<file path="config.mk">
export PLATFORM = sky130hd
export DESIGN_NAME = exec_stage
export DESIGN_NICKNAME = d
export VERILOG_FILES = /design/src/rtl/exec_stage.sv
export SDC_FILE = /design/constraint.sdc
export NUM_CORES = 1
export LEC_CHECK = 0
export ABC_AREA = 1
export CELL_PAD_IN_SITES_DETAIL_PLACEMENT = 0
export CELL_PAD_IN_SITES_GLOBAL_PLACEMENT = 1
export CORE_ASPECT_RATIO = 0.8
export CORE_MARGIN = 10
export CORE_UTILIZATION = 36
export DETAILED_ROUTE_END_ITERATION = 6
export PLACE_DENSITY_LB_ADDON = 0.1
export SYNTH_ARGS = -nofsm -noshare
export SYNTH_HDL_FRONTEND = slang
export SYNTH_SLANG_ARGS = --single-unit
export TNS_END_PERCENT = 100
</file>
<file path="constraint.sdc">
create_clock -name clk -period 3.1 [get_ports clk]
set_input_delay 0.465 -clock clk [delete_from_list [all_inputs] [get_ports clk]]
set_output_delay 0.465 -clock clk [all_outputs]
set_load 0.01 [all_outputs]
</file>
<file path="src/rtl/exec_stage.sv">
// Integer execute stage: ALU, branches, jumps and an optional multiplier (EXEC_STAGE_MUL_EN).
// Latency: single-cycle ops 1 cycle; MUL/MULH/MULHSU/MULHU XLEN+1 cycles.
// Backpressure: the result is held while out_ready=0; in_ready refills HOLD only when out_ready=1.
module exec_stage #(
    parameter int XLEN = 32,
    parameter int PC_W = 32
) (
    input  logic            clk,
    input  logic            rst,
    input  logic            in_valid,
    output logic            in_ready,
    input  logic [4:0]      in_op,
    input  logic [XLEN-1:0] in_a,
    input  logic [XLEN-1:0] in_b,
    input  logic [PC_W-1:0] in_pc,
    input  logic [XLEN-1:0] in_imm,
    output logic            out_valid,
    input  logic            out_ready,
    output logic [XLEN-1:0] out_result,
    output logic            out_taken,
    output logic [PC_W-1:0] out_target,
    output logic            out_illegal,
    output logic            busy
);
    localparam int SH_W = $clog2(XLEN);

`ifdef EXEC_STAGE_MUL_EN
    typedef enum logic [1:0] {S_IDLE = 2'd0, S_HOLD = 2'd1, S_MUL = 2'd2} state_t;
`else
    typedef enum logic [1:0] {S_IDLE = 2'd0, S_HOLD = 2'd1} state_t;
`endif

    state_t state;

    logic [SH_W-1:0] shamt;
    logic [PC_W-1:0] pc_plus4;
    logic [PC_W-1:0] br_target;
    logic [XLEN-1:0] jalr_sum;
    logic [PC_W-1:0] jalr_target;
    logic            lt_s, lt_u, eq;

    logic [XLEN-1:0] alu_result;
    logic            alu_taken;
    logic [PC_W-1:0] alu_target;
    logic            alu_illegal;

    assign shamt       = in_b[SH_W-1:0];
    assign pc_plus4    = in_pc + PC_W'(4);
    assign br_target   = in_pc + in_imm[PC_W-1:0];
    assign jalr_sum    = in_a + in_imm;
    assign jalr_target = jalr_sum[PC_W-1:0] & ~PC_W'(1);
    assign lt_s        = $signed(in_a) < $signed(in_b);
    assign lt_u        = in_a < in_b;
    assign eq          = in_a == in_b;

    // Everything outside ops 0-19 lands in default as illegal; with the
    // multiplier built, ops 20-23 are steered away before this result is used.
    always_comb begin
        alu_result  = '0;
        alu_taken   = 1'b0;
        alu_target  = '0;
        alu_illegal = 1'b0;
        case (in_op)
            5'd0:  alu_result = in_a + in_b;
            5'd1:  alu_result = in_a - in_b;
            5'd2:  alu_result = in_a << shamt;
            5'd3:  alu_result = XLEN'(lt_s);
            5'd4:  alu_result = XLEN'(lt_u);
            5'd5:  alu_result = in_a ^ in_b;
            5'd6:  alu_result = in_a >> shamt;
            5'd7:  alu_result = $signed(in_a) >>> shamt;
            5'd8:  alu_result = in_a | in_b;
            5'd9:  alu_result = in_a & in_b;
            5'd10: begin alu_taken = eq;    alu_target = br_target; end
            5'd11: begin alu_taken = !eq;   alu_target = br_target; end
            5'd12: begin alu_taken = lt_s;  alu_target = br_target; end
            5'd13: begin alu_taken = !lt_s; alu_target = br_target; end
            5'd14: begin alu_taken = lt_u;  alu_target = br_target; end
            5'd15: begin alu_taken = !lt_u; alu_target = br_target; end
            5'd16: alu_result = in_b;
            5'd17: alu_result = XLEN'(in_pc) + in_b;
            5'd18: begin
                alu_result = XLEN'(pc_plus4);
                alu_taken  = 1'b1;
                alu_target = br_target;
            end
            5'd19: begin
                alu_result = XLEN'(pc_plus4);
                alu_taken  = 1'b1;
                alu_target = jalr_target;
            end
            default: alu_illegal = 1'b1;
        endcase
    end

`ifdef EXEC_STAGE_MUL_EN
    logic                  is_mul;
    logic                  a_neg, b_neg;
    logic [XLEN-1:0]       a_mag, b_mag;
    logic [2*XLEN-1:0]     acc, mcand, acc_next, prod;
    logic [XLEN-1:0]       mplier;
    logic                  mul_neg, mul_hi;
    logic [SH_W-1:0]       cnt;
    logic [XLEN-1:0]       mul_result;

    // Signed forms are multiplied as magnitudes and the sign applied at the end,
    // so XLEN shift-add steps always cover the full 2*XLEN-bit product.
    assign is_mul     = (in_op >= 5'd20) && (in_op <= 5'd23);
    assign a_neg      = ((in_op == 5'd21) || (in_op == 5'd22)) && in_a[XLEN-1];
    assign b_neg      = (in_op == 5'd21) && in_b[XLEN-1];
    assign a_mag      = a_neg ? -in_a : in_a;
    assign b_mag      = b_neg ? -in_b : in_b;
    assign acc_next   = mplier[0] ? acc + mcand : acc;
    assign prod       = mul_neg ? -acc_next : acc_next;
    assign mul_result = mul_hi ? prod[2*XLEN-1:XLEN] : prod[XLEN-1:0];
    assign busy       = (state == S_MUL);
`else
    assign busy = 1'b0;
`endif

    assign in_ready = !rst && ((state == S_IDLE) || ((state == S_HOLD) && out_ready));

    always_ff @(posedge clk) begin
        if (rst) begin
            state       <= S_IDLE;
            out_valid   <= 1'b0;
            out_result  <= '0;
            out_taken   <= 1'b0;
            out_target  <= '0;
            out_illegal <= 1'b0;
`ifdef EXEC_STAGE_MUL_EN
            cnt         <= '0;
`endif
        end else begin
            case (state)
                S_IDLE, S_HOLD: begin
                    if (in_valid && in_ready) begin
`ifdef EXEC_STAGE_MUL_EN
                        if (is_mul) begin
                            state     <= S_MUL;
                            out_valid <= 1'b0;
                            cnt       <= '0;
                            acc       <= '0;
                            mcand     <= {{XLEN{1'b0}}, a_mag};
                            mplier    <= b_mag;
                            mul_neg   <= a_neg ^ b_neg;
                            mul_hi    <= (in_op != 5'd20);
                        end else
`endif
                        begin
                            state       <= S_HOLD;
                            out_valid   <= 1'b1;
                            out_result  <= alu_result;
                            out_taken   <= alu_taken;
                            out_target  <= alu_target;
                            out_illegal <= alu_illegal;
                        end
                    end else if (out_ready) begin
                        state     <= S_IDLE;
                        out_valid <= 1'b0;
                    end
                end
`ifdef EXEC_STAGE_MUL_EN
                S_MUL: begin
                    cnt    <= cnt + SH_W'(1);
                    acc    <= acc_next;
                    mcand  <= {mcand[2*XLEN-2:0], 1'b0};
                    mplier <= mplier >> 1;
                    if (cnt == SH_W'(XLEN - 1)) begin
                        state       <= S_HOLD;
                        out_valid   <= 1'b1;
                        out_result  <= mul_result;
                        out_taken   <= 1'b0;
                        out_target  <= '0;
                        out_illegal <= 1'b0;
                    end
                end
`endif
                default: state <= S_IDLE;
            endcase
        end
    end
endmodule
</file>
Word-level counts from Yosys, hierarchy flattened
Index checks and enable logic that the tools add are counted.
W data, S select, Z words.
{"block": "word_totals", "out_inout_bits": 69, "latch_bits": 0, "ram_bits": 0, "romBits": 0, "in_bits": 137, "word_cells": 67, "reg_bits": 68, "n_memories": 0}
{"block": "classes", "bitwise_logic": 4, "mul": 0, "div_mod_pow": 0, "muxes": 8, "addsub": 6, "n_shift": 3, "n_eq_ne": 20, "reduce_logical": 18, "n_lt_le_gt_ge": 2}
{"operator": "$pmux W32 S13", "n": 1}
{"operator": "$add A32 B32 Y32", "n": 4}
{"operator": "$lt A32 B32 Y1", "n": 2}
{"operator": "$pmux W32 S2", "n": 1}
{"operator": "$eq A5 B4 Y1 const B", "n": 8}
{"operator": "$add A32 B3 Y32 const B", "n": 1}
{"operator": "$and A32 B32 Y32", "n": 1}
{"operator": "$eq A32 B32 Y1", "n": 1}
{"operator": "$or A32 B32 Y32", "n": 1}
{"operator": "$shl A32 B5 Y32", "n": 1}
{"operator": "$shr A32 B5 Y32", "n": 1}
{"operator": "$sshr A32 B5 Y32", "n": 1}
{"operator": "$sub A32 B32 Y32", "n": 1}
{"operator": "$xor A32 B32 Y32", "n": 1}
{"operator": "$eq A5 B3 Y1 const B", "n": 4}
{"operator": "$eq A5 B5 Y1 const B", "n": 4}
{"operator": "$reduce_or A20 Y1", "n": 1}
{"operator": "$eq A5 B2 Y1 const B", "n": 2}
{"operator": "$pmux W1 S7", "n": 1}
{"operator": "$reduce_or A7 Y1", "n": 1}
{"operator": "$reduce_or A2 Y1", "n": 3}
{"operator": "$eq A5 B1 Y1 const B", "n": 1}
{"operator": "$logic_not A5 Y1", "n": 1}
{"operator": "$mux W1", "n": 5}
{"operator": "other kinds (7)", "n": 13}

Depth between registers and ports, before layout
Gate-level depths: netlist of the first run.
{"block": "depth", "word_depth": 6, "mapped_depth": 23}

Worst setup path after synthesis of the first run
Ideal clock, no wire load.
{"block": "synth_path", "kind": "input to register", "startpoint": "input port in_op[1]", "endpoint": "register out_result[6]", "setup_slack_ns": 0.102, "cell_stages": 19, "arrival_time_ns": 2.866, "setup_ns": 0.132, "required_ns": 2.968, "n_path_buf": 3, "cell_sequence": "buf_4 > nor2_1 > nand3_2 > buf_2 > clkbuf_1 > a21oi_1 > ha_1 > fa_1 > nand3_1 > nand2_1 > nand2_1 > nand2_1 > or2_2 > nand3_1 > nand4_1 > nor2_1 > nand2_1 > nand2_1 > a21oi_1"}
{"block": "synth_via", "elab_chain_cells": 3, "word_cells_on_any_way": 16}
{"element": "start: declaration", "line": "12", "text": "input logic [4:0] in_op,"}
{"element": "$eq A5 B5 Y1", "line": "63", "text": "case (in_op)"}
{"element": "$reduce_or A2 Y1 (no source line)"}
{"element": "$pmux W32 S13 *", "line": "63"}
{"element": "end signal: assignment", "line": "153", "text": "out_result <= alu_result;"}
{"element": "end: declaration", "line": "19", "text": "output logic [XLEN-1:0] out_result,"}
Every way passes the cells marked *; elsewhere a longest branch is shown, timed or not.
A chain may end at the register's enable or synchronous reset.

Final worst setup path of the first run
{"block": "layout_path", "startpoint": "input port in_a[15]", "endpoint": "register out_result[21]"}
{"block": "layout_via", "elab_chain_cells": 2, "word_cells_on_any_way": 6}
{"element": "start: declaration", "line": "13", "text": "input logic [XLEN-1:0] in_a,"}
{"element": "$sub A32 B32 Y32 (tied with other cells)", "line": "65", "text": "5'd1: alu_result = in_a - in_b;"}
{"element": "$pmux W32 S13 *", "line": "63"}
Marks and branches as above.

==> results of run 1 <==
## per-stage QoR
step / setup slack, ns / area, µm² / std cells
after global placement: -0.680 / 25900 / 4956
after floorplan: 0.102 / 18300 / 3518
final: 0.0227 / 26600 / 4985
after detailed placement: -0.720 / 25900 / 4956
after CTS: -0.0273 / 26300 / 4978
after global routing: -0.0147 / 26600 / 4984
## worst max-delay path: cells and delay by family
| family | cells | cell delay [ns] |
|---|---|---|
| AOI/OAI and AO/OA | 1 | 0.07 |
| buffers and inverters | 6 | 1.09 |
| and+or+nand+nor | 10 | 1.34 |
| adders and majority gates | 1 | 0.32 |
## cell usage after synthesis (12+ instances only)
| cell type | instances | share of area |
|---|---|---|
| nand2_1 | 1138 | 0.23 |
| nand3_1 | 500 | 0.14 |
| inv_1 | 398 | 0.082 |
| nor2_1 | 326 | 0.067 |
| a21oi_1 | 239 | 0.065 |
| o21ai_0 | 208 | 0.057 |
| ha_1 | 193 | 0.13 |
| dfxtp_1 | 67 | 0.073 |
| nand4_1 | 63 | 0.022 |
| nor3_1 | 54 | 0.015 |
| clkbuf_1 | 42 | 0.0086 |
| buf_2 | 36 | 0.0098 |
| o211ai_1 | 19 | 0.0078 |
| or2_2 | 18 | 0.0062 |
| o21ai_1 | 16 | 0.0044 |
| o21bai_1 | 16 | 0.0066 |
| xor2_1 | 16 | 0.0077 |
| inv_2 | 15 | 0.0031 |
| buf_1 | 14 | 0.0029 |
| buf_4 | 14 | 0.0057 |
| o21a_1 | 12 | 0.0049 |
## layout make-up
type	instances	share of cell area
inverters	419	0.0594
multi-input cells	2924	0.571
flip-flops and latches	67	0.0503
clock inverters	6	0.00178
clock buffers	10	0.00897
diodes	1	0.0000939
well taps	675	0.0317
repair buffers	883	0.277
## sequential cells by signal, summed over array words and instances (netlist names)
| register | cells |
|---|---|
| out_valid | 1 |
| out_result | 32 |
| out_target | 32 |
| out_taken | 1 |
| out_illegal | 1 |
## cells by family after synthesis
| group | Yosys count | synth area share |
|---|---|---|
| other cells | 1 | 0.000205 |
| simple gates | 2161 | 0.506 |
| xor+xnor | 20 | 0.00957 |
| compound gates | 545 | 0.160 |
| flops | 67 | 0.0733 |
| fa+ha+maj | 197 | 0.136 |
| buf+inv | 527 | 0.115 |
## layer usage
metal	vias to the layer above	wire [µm]	share of wire	track usage
li1	13200	-	-	-
met1	12900	50300	0.41	0.511
met2	1827	47200	0.39	0.528
met3	310	17500	0.14	0.145
met4	2	6450	0.053	0.177
met5	-	7	0.000058	0
## power breakdown
group | internal (mW) | total, mW | switching, mW
registers | 0.917 | 0.956 | 0.0394
clock network | 0.575 | 1.14 | 0.562
logic | 1.82 | 4.48 | 2.66
## placed cells by master, fill, tap and decap left out, types with 17 or more instances in the layout
cell,n
nand4_1,63
a21oi_2,18
nand2_1,1106
dfxtp_1,67
o21ai_1,26
inv_2,21
a21oi_1,221
nor3_1,53
buf_12,17
o211ai_1,19
ha_1,188
nand3_1,499
nor2_2,27
o21ai_0,190
or2_2,18
clkdlybuf4s50_1,193
nand2_2,33
nor2_1,301
buf_4,660
inv_1,392
## worst paths after layout
| check | to | cells past startpoint | from | slack, ns |
|---|---|---|---|---|
| worst max-delay path | out_result[21]$_SDFFE_PP0P_ | 18 | in_a[15] | 0.02 |
| worst min-delay path | out_result[28]$_SDFFE_PP0P_ | 2 | out_result[28]$_SDFFE_PP0P_ | 0.47 |
| worst max register to register | out_result[1]$_SDFFE_PP0P_ | 5 | out_valid$_SDFFE_PP0P_ | 1.34 |
| worst min register to register | out_result[28]$_SDFFE_PP0P_ | 2 | out_result[28]$_SDFFE_PP0P_ | 0.47 |
## what timing repair did
| item | CTS | global route |
|---|---|---|
| pin swaps | 11 | 28 |
| endpoints found under the setup margin | 31 | 38 |
| buffers inserted | 6 | 6 |
| resized for setup | 43 | 93 |
==> results.py, run 1 <==
metrics = {
    "logic_synthesis": {
        "synth-async-reset-ratio": 0,
        "synth_area_per_cell_um2": 5.20,
        "syn_nets": 3852,
        "ys_types": 49,
        "synthFlopType": "dfxtp_1",
        "synthesis.area_mm2": 0.0183,
        "syn_inst": 3518,
        "ys_seq_elements": 67,
        "ys_seq_area_frac": 0.0733,
        "yosys_warnings": 0,
        "synth_edf_count": 0,
    },
    "die": {
        "initial_core_util": 0.366,
        "num_rows": 73,
        "die_width_um": 272,
        "die_h_um": 222,
        "die_area_mm2": 0.0603,
        "coreArea_mm2": 0.0500,
        "ios": 206,
    },
    "clocking": {
        "cts-root-buf": "clkbuf_16",
        "clk_pin_slew_worst_paths_ns": 0.07,
        "clock_sinks": 67,
        "htreeDepth": 3,
        "holdBufCountCts": 0,
        "clock_latency_ns": 0.39,
        "cts_buffers": 9,
        "cts_tree": "done",
        "clk_path_buf_depth": 2,
    },
    "worst_setup_path": {
        "worstPathRequired_ns": 3.34,
        "startpoint_type": "primary input",
        "critical_path.max_fanout": 3,
        "crit_arrival_ns": 3.32,
        "slowest_delay_ns": 0.51,
        "path_common_cell": "nand2_1",
        "worstSetupEndpointType": "flip-flop",
        "critical_path_class": "in2reg",
        "crit_slowest_cell": "clkdlybuf4s50_1",
        "cp_cell_sequence": "clkdlybuf4s50_1, buf_12, inv_1, ha_1, buf_4, buf_4, nor2_1, inv_1, nor2_2, nand2_2, nor2_1, nand2_1, nand3_1, nand2_1, nand3_1, nand4_1, nand2_1, a21oi_1",
    },
    "placed_design": {
        "post-dp-hpwl_um": 103000,
        "gp_congestion": 1.21,
        "io_buffers": 204,
    },
    "sta": {
        "worst_pin_slew_ns": 0.660,
        "max_freq_mhz": 325,
        "finClkSkew_ns": 0.0168,
        "worst_hold_slack_ns": 0.471,
        "hold_viol_final": 0,
        "setup-tns-final_ns": 0,
        "min_period_over_period": 0.993,
        "relSlewSlack": 0.556,
        "period_minus_slack_ns": 3.08,
        "slew_viol_final": 0,
        "rsz0062_at_grt": "true",
        "setup_viol": 0,
    },
    "layout": {
        "fin_util": 0.533,
        "area_delta_synth_final_pct": 45.5,
        "seq_area_mm2": 0.00134,
        "fin_nets": 4638,
        "layout-drive-gt1-share": 0.200,
        "n_fill_cell": 5423,
        "multi_input_area_mm2": 0.0152,
    },
    "drt": {
        "routed_via_density": 5.65,
        "drt_iter0_markers": 4058,
        "firstDrtPassIters": 7,
        "wirelength_um": 122000,
        "num_vias": 28200,
        "drc": 0,
        "detail-route-antenna-nets": 0,
        "routedWlPerCell_um": 24.4,
    },
    "power": {
        "powerDensity_mw_per_mm2": 247,
        "p_leak_nw": 14.0,
        "total_power_mw": 6.58,
        "vdd_drop_max_mv": 0.263,
    },
    "global_routing": {
        "grt_pass1_vias": 25500,
        "grt_max_degree": 75,
        "antenna_found_initial": 2,
        "grt_pass1_wl_um": 171000,
        "globalRouteTotalUtil": 0.382,
        "grt_overflow_total": 0,
    },
    "min_path": {
        "hold_class": "reg2reg",
    },
    "run_status": {
        "status": "complete, no violations",
    },
    "flow_run": {
        "timing.max_cap.violations": 0,
    },
}
No activity file was read; power rests on OpenSTA's default activity.
==> run 2: changes to the inputs <==
--- a/config.mk
+++ b/config.mk
@@ -10,5 +10,6 @@
 export CELL_PAD_IN_SITES_GLOBAL_PLACEMENT = 1
-export CORE_ASPECT_RATIO = 0.8
+export CORE_ASPECT_RATIO = 0.75
 export CORE_MARGIN = 10
 export CORE_UTILIZATION = 36
+export CTS_BUF_LIST = sky130_fd_sc_hd__clkbuf_2 sky130_fd_sc_hd__clkbuf_4 sky130_fd_sc_hd__clkbuf_8
 export DETAILED_ROUTE_END_ITERATION = 6
--- a/constraint.sdc
+++ b/constraint.sdc
@@ -3,2 +3,2 @@
 set_output_delay 0.465 -clock clk [all_outputs]
-set_load 0.01 [all_outputs]
+set_load 0.1 [all_outputs]
==> run 2 against run 1 <==
Against the previous run: sequential share of layout area hardly changed; largest cell class unchanged; maximum frequency rose by 0.82%; the flow now finishes with violations (design-rule violations); count of clock-buffer cells in the layout did not move; global-route usage shrank 0.49 points; cell area fell by 0.84%; highest routed layer unchanged; register-to-register slack improved by 0.08 ns; core utilization shrank 0.69 points.
==> results.py, run 2 (synthesized netlist as in run 1, its figures left out) <==
metrics = {
    "run_status": {
        "status": "finished, violations left",
        "violations": "design-rule violations",
    },
    "power": {
        "powerDensity_mw_per_mm2": 252,
        "seq_power_share": 0.144,
        "netSwitchingFraction": 0.537,
        "p_int_mw": 3.09,
        "clkPwrFrac": 0.142,
        "vdd_drop_max_mv": 0.210,
        "comb_power_share": 0.713,
        "switchingPower_mw": 3.58,
        "p_leak_nw": 14.1,
    },
    "sta": {
        "min_period_over_period": 0.985,
        "setup-tns-final_ns": 0,
        "max_freq_mhz": 328,
        "setup_ws_ns": 0.0478,
        "setup_viol": 0,
        "worst_pin_slew_ns": 1.05,
        "relSlewSlack": 0.297,
        "period_minus_slack_ns": 3.05,
        "finClkSkew_ns": 0.0188,
        "hold_viol_final": 0,
        "rsz0062_at_grt": "true",
        "slew_viol_final": 0,
    },
    "die": {
        "initial_core_util": 0.365,
        "die_h_um": 215,
        "num_rows": 71,
        "ios": 206,
        "die_width_um": 280,
        "die_area_mm2": 0.0604,
        "coreArea_mm2": 0.0502,
    },
    "global_routing": {
        "grt_pass1_wl_um": 170000,
        "grt_overflow_total": 0,
        "globalRouteTotalUtil": 0.377,
        "antenna_found_initial": 6,
        "grt_pass1_vias": 25400,
        "grt_max_degree": 75,
    },
    "layout": {
        "fin_util": 0.526,
        "area_delta_synth_final_pct": 44.3,
        "layout-drive-gt1-share": 0.207,
        "fin_area_mm2": 0.0264,
        "final_cell_mix": "nand2_1, buf_4, nand3_1, inv_1, nor2_1",
        "final_common_cell": "nand2_1",
        "reg.largest.list": "out_result x32, out_target x32",
        "fin_nets": 4632,
    },
    "clocking": {
        "clock_sinks": 67,
        "cts-root-buf": "clkbuf_8",
        "clock_latency_ns": 0.46,
        "clk_path_buf_depth": 2,
        "htreeDepth": 3,
        "cts_buffers": 9,
        "cts_tree": "done",
        "clk_pin_slew_worst_paths_ns": 0.11,
    },
    "placed_design": {
        "placed_area_mm2": 0.0258,
        "pre_cts_slack_ns": -0.525,
        "post-dp-hpwl_um": 102000,
        "io_buffers": 204,
        "gp_congestion": 1.16,
    },
    "flow_run": {
        "timing.max_cap.violations": 0,
    },
    "worst_setup_path": {
        "startpoint_type": "primary input",
        "worstPathRequired_ns": 3.46,
        "critical_path.max_fanout": 4,
        "critical_path_class": "in2reg",
        "worstSetupEndpointType": "flip-flop",
        "crit_arrival_ns": 3.41,
    },
    "drt": {
        "wirelength_um": 121000,
        "drt_iter0_markers": 4101,
        "routedWlPerCell_um": 24.4,
        "routed_via_density": 5.75,
        "num_vias": 28500,
        "detail-route-antenna-nets": 0,
        "drc": 2,
        "firstDrtPassIters": 7,
    },
    "min_path": {
        "hold_class": "reg2reg",
    },
}
[run 2: final timing paths]
kind | end | startpoint | slack [ns] | cells after the start
worst max register to register | out_target[28]$_SDFFE_PP0P_ | out_valid$_SDFFE_PP0P_ | 1.42 | 7
worst min register to register | out_result[4]$_SDFFE_PP0P_ | out_result[4]$_SDFFE_PP0P_ | 0.48 | 2
worst min-delay path | out_result[4]$_SDFFE_PP0P_ | out_result[4]$_SDFFE_PP0P_ | 0.48 | 2
worst max-delay path | out_target[22]$_SDFFE_PP0P_ | in_a[11] | 0.05 | 15
[run 2: through the flow]
stage / cells / hold slack [ns] / power, mW
after floorplan: 3518 / 0.582 / 3.30
after global routing: 4960 / 0.487 / 6.98
after global placement: 4933 / 0.455 / 5.43
after detailed placement: 4933 / 0.457 / 5.47
after CTS: 4949 / 0.473 / 6.42
final: 4961 / 0.476 / 6.67
[run 2: cell type report]
type                    count  area (µm²)
fillers                  5373       23800
multi-input cells        2924       15100
repair buffers            877        7330
inverters                 419        1580
flip-flops and latches     67        1340
well taps                 657         822
clock buffers              10         138
clock inverters             6        71.3
diodes                      1        2.50
[run 2: per-layer routing]
layer,GRT usage,vias up,routed length [µm]
met3,0.128,297,17600
li1,-,13200,-
met5,0.0198,-,181
met1,0.529,13200,51700
met4,0.159,6,5980
met2,0.508,1889,45700
[run 2: power by group through the flow]
stage,sequential (mW),clock (mW),combinational (mW)
6_report,0.961,0.950,4.75
5_1_grt,0.964,0.964,5.05
4_1_cts,0.960,0.946,4.51
3_5_place_dp,0.979,0,4.49
3_3_place_gp,0.976,0,4.45
2_1_floorplan,1.36,0,1.94
[run 2: critical path: stages]
cell	delay [ns]
clkdlybuf4s50_1	0.66
buf_4	0.26
buf_4	0.20
ha_1	0.28
a21oi_1	0.19
o21ai_0	0.14
a21oi_1	0.14
nand2_1	0.19
nand2_1	0.11
nand2_1	0.07
or2_2	0.28
nand3_1	0.12
nand3_1	0.13
nand2_1	0.09
inv_1	0.04
[run 2: repair_timing]
item,4_1_cts,5_1_grt
pin swaps,0,18
hold buffers,0,0
setup buffers,0,7
resized for setup,12,87
gates cloned,0,4
endpoints found under the setup margin,10,38
